$ cat src/rtl/debug_tx_sequencer.sv
// Serialises the frozen N-bit debug snapshot into UART bytes, byte 0 (bits [7:0]) first.
// Optional build macro CHECKSUM_EN appends one XOR checksum byte after the last snapshot byte.
module debug_tx_sequencer #(
  parameter int N  = 1184,
  parameter int IW = 8
) (
  input  logic         clk,
  input  logic         reset,
  input  logic         send_req,
  input  logic [N-1:0] buffer_envio,
  input  logic         tx_done_tick,
  output logic         tx_start,
  output logic [7:0]   tx_data,
  output logic         busy,
  output logic         done_tick
);

  localparam int NBYTES = N / 8;

  localparam logic [1:0] IDLE = 2'd0;
  localparam logic [1:0] LOAD = 2'd1;
  localparam logic [1:0] WAIT = 2'd2;
  localparam logic [1:0] DONE = 2'd3;

`ifdef CHECKSUM_EN
  // The checksum byte occupies index NBYTES, one past the snapshot.
  localparam logic [IW-1:0] LAST = IW'(NBYTES);
  logic [7:0] csum_r;
`else
  localparam logic [IW-1:0] LAST = IW'(NBYTES - 1);
`endif

  logic [1:0]    state_r;
  logic [IW-1:0] idx_r;
  logic [N-1:0]  snapshot_r;
  logic          tx_start_r;
  logic [7:0]    tx_data_r;
  logic          busy_r;
  logic          done_tick_r;
  logic [7:0]    byte_s;

  // Select the byte for the current index from the frozen snapshot (or the checksum).
  always_comb begin
    byte_s = 8'h00;
`ifdef CHECKSUM_EN
    if (idx_r == LAST) begin
      byte_s = csum_r;
    end else begin
      byte_s = snapshot_r[{idx_r, 3'b000} +: 8];
    end
`else
    byte_s = snapshot_r[{idx_r, 3'b000} +: 8];
`endif
  end

  // Frame sequencer: freeze snapshot, step through bytes with the UART handshake.
  always_ff @(posedge clk) begin
    if (reset) begin
      state_r     <= IDLE;
      idx_r       <= {IW{1'b0}};
      snapshot_r  <= {N{1'b0}};
      tx_start_r  <= 1'b0;
      tx_data_r   <= 8'h00;
      busy_r      <= 1'b0;
      done_tick_r <= 1'b0;
    end else begin
      case (state_r)
        IDLE: begin
          tx_start_r  <= 1'b0;
          done_tick_r <= 1'b0;
          if (send_req) begin
            snapshot_r <= buffer_envio;
            idx_r      <= {IW{1'b0}};
            busy_r     <= 1'b1;
            state_r    <= LOAD;
          end
        end
        LOAD: begin
          tx_data_r  <= byte_s;
          tx_start_r <= 1'b1;
          state_r    <= WAIT;
        end
        WAIT: begin
          tx_start_r <= 1'b0;
          if (tx_done_tick) begin
            if (idx_r == LAST) begin
              state_r <= DONE;
            end else begin
              idx_r   <= idx_r + IW'(1);
              state_r <= LOAD;
            end
          end
        end
        DONE: begin
          done_tick_r <= 1'b1;
          busy_r      <= 1'b0;
          state_r     <= IDLE;
        end
        default: begin
          state_r    <= IDLE;
          tx_start_r <= 1'b0;
          busy_r     <= 1'b0;
        end
      endcase
    end
  end

`ifdef CHECKSUM_EN
  // XOR accumulator over snapshot bytes as they are loaded; cleared on frame start.
  always_ff @(posedge clk) begin
    if (reset) begin
      csum_r <= 8'h00;
    end else if (state_r == IDLE && send_req) begin
      csum_r <= 8'h00;
    end else if (state_r == LOAD && idx_r != LAST) begin
      csum_r <= csum_r ^ byte_s;
    end
  end
`endif

  assign tx_start  = tx_start_r;
  assign tx_data   = tx_data_r;
  assign busy      = busy_r;
  assign done_tick = done_tick_r;

endmodule

$ cat config.mk
export PLATFORM = sky130hd
export DESIGN_NAME = debug_tx_sequencer
export DESIGN_NICKNAME = d
export VERILOG_FILES = /design/src/rtl/debug_tx_sequencer.sv
export SDC_FILE = /design/constraint.sdc
export NUM_CORES = 2
export LEC_CHECK = 0
export ABC_AREA = 1
export BUFFER_PORTS_ARGS = -buffer_cell sky130_fd_sc_hd__buf_2
export CORE_AREA = 2 2 471 473
export DETAILED_ROUTE_END_ITERATION = 8
export DIE_AREA = 0 0 473 475
export HOLD_SLACK_MARGIN = 0.15
export PLACE_DENSITY = 0.47
export SLEW_MARGIN = 5
export SYNTH_ARGS = -nofsm -noshare
export SYNTH_HDL_FRONTEND = slang
export SYNTH_SLANG_ARGS = --single-unit
$ cat constraint.sdc
create_clock -name clk -period 2.1 [get_ports clk]
set_input_delay 0 -clock clk [delete_from_list [all_inputs] [get_ports clk]]
set_output_delay 0 -clock clk [all_outputs]
set_load 0.05 [all_outputs]
==> results.py <==
metrics = {
    "clock_network": {
        "clock-sinks": 1205,
        "worstSkewPairLatency_ns": 0.84,
        "clk_path_buf_depth": 3,
        "cts-buffers-inserted": 148,
        "cts.htree.levels": 4,
        "path_clk_slew_ns": 0.07,
        "cts_tree": "yes",
        "ctsRootBufferMaster": "clkbuf_16",
    },
    "synthesis": {
        "synth_cells": 7831,
        "yosysWarnings": 0,
        "syn_nets": 9025,
        "synth_ff_type": "dfxtp_1",
        "ys_seq_area_share_pct": 45.16,
        "syn_avg_cell_area_um2": 6.822,
        "async_flop_share_pct": 0,
        "synth_most_common_cell": "o21ai_0",
        "synth_seq_cells": 1205,
        "synth_edf_count": 0,
        "ys_types": 29,
        "synth_top_area_share_pct": 45.16,
        "synth.area.top_cells": "dfxtp_1 45%, o21ai_0 13%, nand2_1 9.2%, a21oi_1 8.2%, nor2_1 7.3%",
        "yosys-top-cells-count": "1361 x o21ai_0, 1314 x nand2_1, 1205 x dfxtp_1, 1045 x nor2_1, 873 x a21oi_1",
        "syn_area_um2": 53420,
        "synth_top_area_cell": "dfxtp_1",
    },
    "setup_path": {
        "worstSetupPathType": "register to register",
        "cp.required_ns": 2.84,
        "r2r_end": "tx_data[5]",
        "worst-r2r-setup-slack_ns": -0.44,
        "worstPathArrival_ns": 3.29,
        "critPathLaunchType": "register",
        "end_kind": "register",
        "crit_fanout": 7,
        "reg2reg_from": "idx_r[0]",
        "rr_worst_depth": 13,
    },
    "timing": {
        "max_freq_mhz": 393.2,
        "finalSetupTns_ns": -3.633,
        "slew_viol_final": 0,
        "setup_slack_ns": -0.4434,
        "worst_pin_slew_ns": 1.107,
        "finalCriticalPeriod_ns": 2.543,
        "finClkSkew_ns": 0.03613,
        "hold_viol": 0,
        "slew-limit-headroom_pct": 25.43,
        "setup_violations": 16,
        "post-route-period-util_pct": 121.1,
        "rsz0062_at_grt": "true",
    },
    "worst_hold_path": {
        "worstHoldStart": "buffer_envio[555]",
        "min_to": "snapshot_r[555]",
        "hold_class": "input pin to register",
        "hold_depth": 4,
    },
    "floorplanning": {
        "row_count": 172,
        "core_region_area_um2": 219100,
        "ios": 1199,
        "die_h_um": 475,
        "start_util_pct": 24.38,
        "dieArea_um2": 224700,
        "die-width_um": 473,
    },
    "global_routing": {
        "grt_max_degree": 153,
        "grt-ovfl-total": 0,
        "grt_pass1_vias": 69160,
        "antenna_found_initial": 211,
        "grt_use_total_pct": 28.86,
        "grt_pass1_wl_mm": 476.1,
    },
    "drt": {
        "wl_met1_mm": 152.0,
        "top_layer": "met5",
        "wire_per_inst_um": 23.85,
        "drc_errors": 0,
        "route.met3.wl_mm": 30.68,
        "drt.antenna.violating_nets": 0,
        "initialDrtViolationCount": 6917,
        "wirelength_mm": 346.5,
        "wl_met2_mm": 147.6,
        "via_per_inst": 4.921,
        "dr.pass1.iters": 6,
        "vias": 71500,
    },
    "cells_and_area": {
        "drive_gt1_share_pct": 20.70,
        "areaGrowthSynthToFinish_pct": 82.98,
        "final_cells": 14530,
        "nets": 12610,
    },
    "placed_design": {
        "place.gp.congestion": 0.9242,
        "port_buffers": 1198,
        "place_inst": 11780,
        "place_ws_ns": -0.8848,
        "dp_hpwl_mm": 243.5,
    },
    "status": {
        "status": "finished with violations",
        "violations": "setup timing",
    },
    "run": {
        "maxCapViolations": 0,
    },
    "power": {
        "p_leak_uw": 0.04248,
        "power_density_nw_per_um2": 1148,
        "vdd_drop_max_v": 0.0007302,
    },
}
## cell families after synthesis
group	count (synthesis)	share of synthesized area (%)
compound gates	2425	23.38
xor+xnor	2	0.03280
simple gates	2786	20.70
flops	1205	45.16
buf+inv	1407	10.59
fa+ha+maj	6	0.1405
## placed cells by master, fill, tap and decap left out, drive strengths merged, types with 6 or more instances in the layout
cell type / Yosys / layout
a21oi: 873 / 873
buf: 176 / 1745
bufinv: 0 / 6
clkbuf: 455 / 259
clkinv: 2 / 30
clkinvlp: 0 / 7
dfxtp: 1205 / 1205
diode: 0 / 122
dlygate4sd3: 0 / 2277
ha: 6 / 6
inv: 774 / 785
nand2: 1314 / 1314
nand3: 386 / 386
nand3b: 6 / 6
nand4: 24 / 24
nor2: 1046 / 1046
nor3: 7 / 7
o211ai: 135 / 135
o21ai: 1412 / 1412
## flip-flops by register name (all words and copies together) (netlist names)
name and count:
snapshot_r 1184, tx_start 1, done_tick 1, tx_data 8, state_r 2, idx_r 8, busy 1
## worst max path at each step
stage	startpoint	to	slack [ns]	cells past startpoint
3_5_place_dp	idx_r[0]	tx_data[5]	-0.88	12
4_1_cts	idx_r[0]	tx_data[6]	-0.49	15
2_1_floorplan	state_r[0]	snapshot_r[1000]	0.21	7
5_1_grt	idx_r[0]	tx_data[5]	-0.41	13
3_3_place_gp	idx_r[0]	tx_data[5]	-0.88	12
6_report	idx_r[0]	tx_data[5]	-0.44	13
## power breakdown
| group | leakage (uW) | switching [uW] | internal [uW] |
|---|---|---|---|
| clock network | 0.00248 | 11300 | 15500 |
| registers | 0.00998 | 2570 | 28400 |
| logic | 0.0300 | 32700 | 21700 |
| total | 0.0425 | 46600 | 65600 |
## area by class of cell
| class | instances | area, um^2 |
|---|---|---|
| repair inverters | 1 | 11.26 |
| fillers | 21540 | 121300 |
| flip-flops and latches | 1205 | 24130 |
| inverters | 776 | 2987 |
| repair buffers | 4064 | 36510 |
| multi-input cells | 5219 | 25170 |
| well taps | 2871 | 3592 |
| diodes | 122 | 305.3 |
| clock inverters | 51 | 596.8 |
| clock buffers | 219 | 4442 |
## stage by stage
stage / utilization [%] / hold slack (ns) / instance area (um^2) / total power, uW
5_1_grt: 44.55 / 0.1517 / 97600 / 117800
3_5_place_dp: 30.17 / 0.2580 / 66100 / 74240
3_3_place_gp: 30.17 / 0.2501 / 66100 / 73940
2_1_floorplan: - / 0.07238 / 53420 / 53600
6_report: 44.62 / 0.1585 / 97750 / 112200
4_1_cts: 43.27 / 0.1501 / 94800 / 106500
## routing by layer
| layer | GRT usage, % | vias up |
|---|---|---|
| met5 | 0.3894 | - |
| met4 | 12.40 | 126 |
| met3 | 8.000 | 1149 |
| met2 | 43.15 | 3723 |
| met1 | 38.59 | 33750 |
| li1 | - | 32750 |
## worst max-delay path: stages, from the launching register on
cell	delay, ns
dfxtp_4	0.39
buf_6	0.14
buf_12	0.16
buf_16	0.18
buf_16	0.16
a21oi_2	0.38
o21ai_1	0.22
o21ai_1	0.16
nand2_1	0.08
nand2_1	0.09
o21ai_2	0.08
nand2_2	0.14
a21oi_4	0.10
a21oi_2	0.14
## what timing repair did
| item | 4_1_cts | 5_1_grt |
|---|---|---|
| resized for setup | 136 | 434 |
| hold endpoints to repair | 1205 | 1 |
| hold buffers | 2276 | 1 |
| setup buffers | 11 | 40 |
| cloned | 11 | 42 |
| pin swaps | 20 | 149 |
| setup endpoints to repair | 19 | 245 |
(Power assumes the default switching activity.)
